## config.mk

```make
export PLATFORM = sky130hd
export DESIGN_NAME = pipe_hazard_ctrl
export DESIGN_NICKNAME = d
export VERILOG_FILES = /design/src/rtl/pipe_hazard_ctrl.sv
export SDC_FILE = /design/constraint.sdc
export NUM_CORES = 1
export LEC_CHECK = 0
export CAP_MARGIN = 20
export CORE_ASPECT_RATIO = 0.6
export CORE_MARGIN = 8
export CORE_UTILIZATION = 40
export DETAILED_ROUTE_END_ITERATION = 10
export GPL_ROUTABILITY_DRIVEN = 1
export PLACE_DENSITY = 0.69
export SLEW_MARGIN = 5
export SYNTH_ARGS = -nofsm -noshare
export SYNTH_HDL_FRONTEND = slang
export SYNTH_SLANG_ARGS = --single-unit
```

## constraint.sdc

```tcl
create_clock -name clk -period 2.35 [get_ports clk]
set_clock_uncertainty 0.1 [all_clocks]
set_input_delay 0.5875 -clock clk [delete_from_list [all_inputs] [get_ports clk]]
set_output_delay 0.5875 -clock clk [all_outputs]
set_load 0.1 [all_outputs]
```

## src/rtl/pipe_hazard_ctrl.sv

```systemverilog
// Stall/flush controller for the 5-stage pipeline: RAW interlock from a
// three-entry destination scoreboard, MEM-stage redirect flush, memory hold.
module pipe_hazard_ctrl #(
  parameter int REG_AW = 6,
  parameter int CNT_W  = 16
) (
  input  logic              clk,
  input  logic              rst_n,
  input  logic              id_valid,
  input  logic [REG_AW-1:0] id_rs,
  input  logic              id_rs_used,
  input  logic [REG_AW-1:0] id_rt,
  input  logic              id_rt_used,
  input  logic [REG_AW-1:0] id_rd,
  input  logic              id_regwrite,
  input  logic              mem_take_branch,
  input  logic              mem_busy,
  output logic              pc_we,
  output logic              ifid_we,
  output logic              ifid_flush,
  output logic              idex_flush,
  output logic              exmem_flush,
  output logic              pipe_hold,
  output logic              pc_redirect,
  output logic              ctrl_state,
  output logic [CNT_W-1:0]  stall_cnt,
  output logic [CNT_W-1:0]  flush_cnt,
  output logic [CNT_W-1:0]  hold_cnt
);

  // state | meaning
  // RUN   | last edge saw mem_busy=0; pipeline free to advance
  // HOLD  | last edge saw mem_busy=1; pipeline was frozen
  typedef enum logic {RUN = 1'b0, HOLD = 1'b1} state_t;

  typedef struct packed {
    logic              v;
    logic [REG_AW-1:0] rd;
  } sb_entry_t;

  state_t    state;
  sb_entry_t sb_ex, sb_mem, sb_wb;
  logic      rs_hit, rt_hit, raw;

  function automatic logic sb_match(input logic [REG_AW-1:0] r,
                                    input sb_entry_t a,
                                    input sb_entry_t b,
                                    input sb_entry_t c);
    return (a.v && a.rd == r) || (b.v && b.rd == r) || (c.v && c.rd == r);
  endfunction

  function automatic logic [CNT_W-1:0] sat_inc(input logic [CNT_W-1:0] c);
    return (&c) ? c : c + CNT_W'(1);
  endfunction

  // WB is part of the match set: the register file write and the ID read
  // land on the same edge, and there is no forwarding path.
  assign rs_hit = id_rs_used && sb_match(id_rs, sb_ex, sb_mem, sb_wb);
  assign rt_hit = id_rt_used && sb_match(id_rt, sb_ex, sb_mem, sb_wb);
  assign raw    = id_valid && (rs_hit || rt_hit);

  always_comb begin
    pc_we       = 1'b0;
    ifid_we     = 1'b0;
    ifid_flush  = 1'b0;
    idex_flush  = 1'b0;
    exmem_flush = 1'b0;
    pipe_hold   = 1'b0;
    pc_redirect = 1'b0;
    if (!rst_n) begin
      ifid_flush  = 1'b1;
      idex_flush  = 1'b1;
      exmem_flush = 1'b1;
    end else if (mem_busy) begin
      pipe_hold = 1'b1;
    end else if (mem_take_branch) begin
      pc_redirect = 1'b1;
      pc_we       = 1'b1;
      ifid_flush  = 1'b1;
      idex_flush  = 1'b1;
      exmem_flush = 1'b1;
    end else if (raw) begin
      idex_flush = 1'b1;
    end else begin
      pc_we   = 1'b1;
      ifid_we = 1'b1;
    end
  end

  always_ff @(posedge clk or negedge rst_n) begin
    if (!rst_n) begin
      state <= RUN;
    end else begin
      case (state)
        RUN:     if (mem_busy)  state <= HOLD;
        HOLD:    if (!mem_busy) state <= RUN;
        default: state <= RUN;
      endcase
    end
  end

  assign ctrl_state = state;

  // The redirecting branch itself moves MEM->WB with its entry intact so a
  // PCtoReg write stays tracked; only the younger EX and ID slots are killed.
  always_ff @(posedge clk or negedge rst_n) begin
    if (!rst_n) begin
      sb_ex  <= '0;
      sb_mem <= '0;
      sb_wb  <= '0;
    end else if (!mem_busy) begin
      sb_wb  <= sb_mem;
      sb_mem <= exmem_flush ? '0 : sb_ex;
      sb_ex  <= idex_flush ? '0 : '{v: id_valid & id_regwrite, rd: id_rd};
    end
  end

  always_ff @(posedge clk or negedge rst_n) begin
    if (!rst_n) begin
      stall_cnt <= '0;
      flush_cnt <= '0;
      hold_cnt  <= '0;
    end else begin
      if (mem_busy)
        hold_cnt <= sat_inc(hold_cnt);
      else if (mem_take_branch)
        flush_cnt <= sat_inc(flush_cnt);
      else if (raw)
        stall_cnt <= sat_inc(stall_cnt);
    end
  end

endmodule

```

==> metrics.md <==
| Metric | Value |
|---|---|
| Non-filler cells in the finished layout | `573` |
| Synth Warn # | `0` |
| DRC | `0` |
| Max Cap Violations | `0` |
| Hold Crit Class | `in2async` |
| FFs w/ async S/R, synth | `between 90% and 100%` |
| Routed wire per std cell | `approximately 16 µm` |
| Largest net degree at the start of global routing | `about 40` |
| Vias per inst | `4.97` |
| Nets@finish | `485` |
| CORE AREA | `8490 µm²` |
| Syn Area/Cell | `10.7 µm²` |
| Sequential Power Share | `35.8%` |
| Slew @ Worst Pin | `606 ps` |
| Post-synthesis xor/xnor area fraction | `20.1%` |
| P_sw | `1.70 mW` |
| Final core utilization | `62.7%` |
| Logic gate share of total power | `33.4%` |
| #FFs+latches synth | `70` |
| First-pass GRT wire length | `about 16000 µm` |
| Max Slew Vio Count | `0` |
| Congestion Overflow GR | `0` |
| Post-Syn Area | `between 3000 and 4000 µm²` |
| Largest cells by area after synthesis | `dfrtp_1 50%, xnor2_1 10%, xor2_1 9.8%` |
| P&R area growth vs syn | `52.4%` |
| RSZ-0062 raised after global routing | `true` |
| CP cell instances | `clkdlybuf4s15_2, xor2_1, nor4_2, o311ai_2, and2_4, buf_6, nor2_4, nor3b_4, buf_12` |
| WP data arrival | `2230 ps` |
| Post-route ant nets | `0` |
| TritonCTS Buffers | `9` |
| Adder-cell area share of the yosys netlist | `1.08%` |
| Synth unique cells | `32` |
| Worst-path clk slew | `about 50 ps` |
| Seq/Total Area, Yosys | `50.2%` |
| Simple-gate share of the synthesized area | `20.6%` |
| Post-Syn Nets | `355` |
| Synth cell count leaders | `70 x dfrtp_1, 42 x nand2_1, 41 x xnor2_1` |
| Max Root-Sink Buffers | `2` |
| Vias in the first global route | `3050` |
| Startpoint types | `primary input` |
| Sw frac | `40.1%` |
| Clk network pwr share | `about 30%` |
| CP bufs+invs | `3` |
| Crit path largest cell delay | `around 300 ps` |
| GRT busiest layer | `met2` |
| Leak pwr | `2.45 nW` |
| GP Congestion | `0.849` |
| Syn Inst Count | `between 300 and 400` |
| Reg area | `1850 µm²` |
| Fmax | `0.342 GHz` |
| CP max FO | `3` |
| Row cnt | `26` |
| Ports | `between 80 and 90` |
| Grt met2 use | `26.1%` |
| Failing checks | `negative setup slack` |
| Power Density | `798 nW/µm²` |
| Internal cell power | `2.54 mW` |
| Root buf cell | `clkbuf_16` |
| Die area | `12100 µm²` |
| Ant. Diodes | `0` |
| Clock latency on the worst-skew pair | `between 300 and 400 ps` |
| Largest family of logic cells by synthesized area | `simple AND/OR/NAND/NOR gates` |
| H-tree levels | `3` |
| Setup TNS | `-3310 ps` |
| GR Util met1 | `a little under a quarter` |
| Type of the worst setup path | `in2out` |
| Top_reg_cell synth | `dfrtp_1` |
| Final Hold Viols | `0` |
| Post-DP HPWL | `7190 µm` |
| DR iter-0 viols | `between 100 and 150` |
| M3 GR Usage | `4.71%` |
| First drt pass iteration count | `4` |
| VDD IR max | `0.00102 V` |
| Via count | `2847` |
| Worst path top cell family by delay | `simple AND/OR/NAND/NOR gates` |
| Synth Area in Compound Gates | `~3.6%` |
| I/O Buffers | `81` |
| Placed instance count | `549` |
| # fillers | `719` |
| Min Tclk post-route | `2920 ps` |
| Crit. End Element | `output port` |
| EDFF count, synth | `0` |
| Final setup vio count | `18` |
| Top-area cell type share of the netlist area | `50.2%` |
| Mux cell area share after synthesis | `2.90%` |
| Post-Route WL | `9440 µm` |
| Most frequent cell after synthesis | `dfrtp_1` |
| Rel. slew slack | `59.5%` |
| Fraction of layout cells with a size suffix above 1 | `47.9%` |
| Tot GR Track Use | `16.8%` |
| Chip width | `137 µm` |
| Setup ws final | `-571 ps` |
| CP max-delay cell | `o311ai_2` |
| Status | `complete, but fails checks` |
| Die height | `88.4 µm` |
| CTS tree | `built` |
| Final Cycle Share | `124%` |
| Initial core utilization | `41.1%` |
| Area leader, netlist | `dfrtp_1` |
| Area used by multi-input combinational logic | `1950 µm²` |
| Final Power | `~4.2 mW` |
| Clk sinks | `70` |
| Crit path required time | `1660 ps` |
| Initial antenna violation count | `0` |
==> power by group through the flow <==
stage          sequential [mW]  clock, mW  combinational [mW]
6_report                  1.52       1.31                1.42
5_1_grt                   1.55       1.40                1.48
4_1_cts                   1.52       1.35                1.43
3_5_place_dp              1.54          0                1.42
3_3_place_gp              1.53          0                1.41
2_1_floorplan             2.27          0               0.270
==> layer usage <==
layer,part of all wire (%),routed length [µm],vias up
met5,0,0,-
met4,0.91,86,0
met3,5.1,486,10
met2,44,4190,68
met1,50,4680,1387
li1,-,-,1382
==> cell usage in the layout (no fill, tap or decap), types with 2 or more instances in the layout <==
master and instances:
nand4_1 14, nand2_1 40, nor3_1 3, ha_1 3, and4_1 6, xnor2_1 36, clkinvlp_4 2, nand3_1 23
o21ai_0 13, xnor2_2 5, and3_1 4, dlygate4sd2_1 2, dfrtp_4 17, nor3b_2 4, xor2_2 4, mux2_2 9
nor2_1 5, xor2_1 35, nor2_4 4, nor3_4 6, dfrtp_1 28, buf_12 7, buf_4 87, clkdlybuf4s50_1 10
nor2b_1 3, clkbuf_1 3, nor4_2 6, and2_1 2, dfrtp_2 25, o311ai_2 2, buf_2 11, inv_1 2
clkbuf_16 9, buf_6 9, o31ai_1 2
==> per-stage QoR <==
step	hold WS (ps)	instance area [µm²]	setup WS, ps
global route	335	5320	-672
finish	300	5320	-571
detailed placement	339	4780	-1000
floorplan	192	3640	-661
global placement	337	4780	-997
CTS	303	5290	-575
==> final cells by class <==
type,instances,share of cell area (%)
clock buffer,12,4.44
timing repair buffer,128,20.5
tap,112,2.63
clock inverter,4,0.941
multi-input combinational,245,36.7
sequential,70,34.7
inverter,2,0.141
==> path summary, 6_finish.rpt <==
check / depth (start not counted) / from / slack, ps / end
setup / recovery: 9 / id_rs[5] / -570 / pc_we
hold / removal: 2 / rst_n / 300 / sb_wb[0]
setup reg to reg: 9 / sb_wb[2] / -200 / stall_cnt[1]
hold reg to reg: 1 / stall_cnt[10] / 380 / stall_cnt[10]
max in group asynchronous: 2 / rst_n / 1190 / hold_cnt[0]
min in group clk: 1 / stall_cnt[10] / 380 / stall_cnt[10]
==> sequential cells by signal, summed over array words and instances (netlist names) <==
name,cells
ctrl_state,1
flush_cnt,16
hold_cnt,16
sb_ex,7
sb_mem,7
sb_wb,7
stall_cnt,16
==> cell families after synthesis <==
group                    after synthesis
flip-flops                            70
adder cells (fa/ha/maj)                3
multiplexers                           9
XOR/XNOR                              80
AO/OA/AOI/OAI                         21
buffers and inverters                 11
AND/OR/NAND/NOR                      132
==> repair_timing <==
item / 4_1_cts / 5_1_grt
pin swaps: 38 / 11
endpoints found under the hold margin: 7 / 0
setup endpoints to repair: 28 / 19
hold buffers: 1 / 0
gates resized for setup: 84 / 15
buffers inserted: 7 / 1
Power figures use the tool's default switching activity.
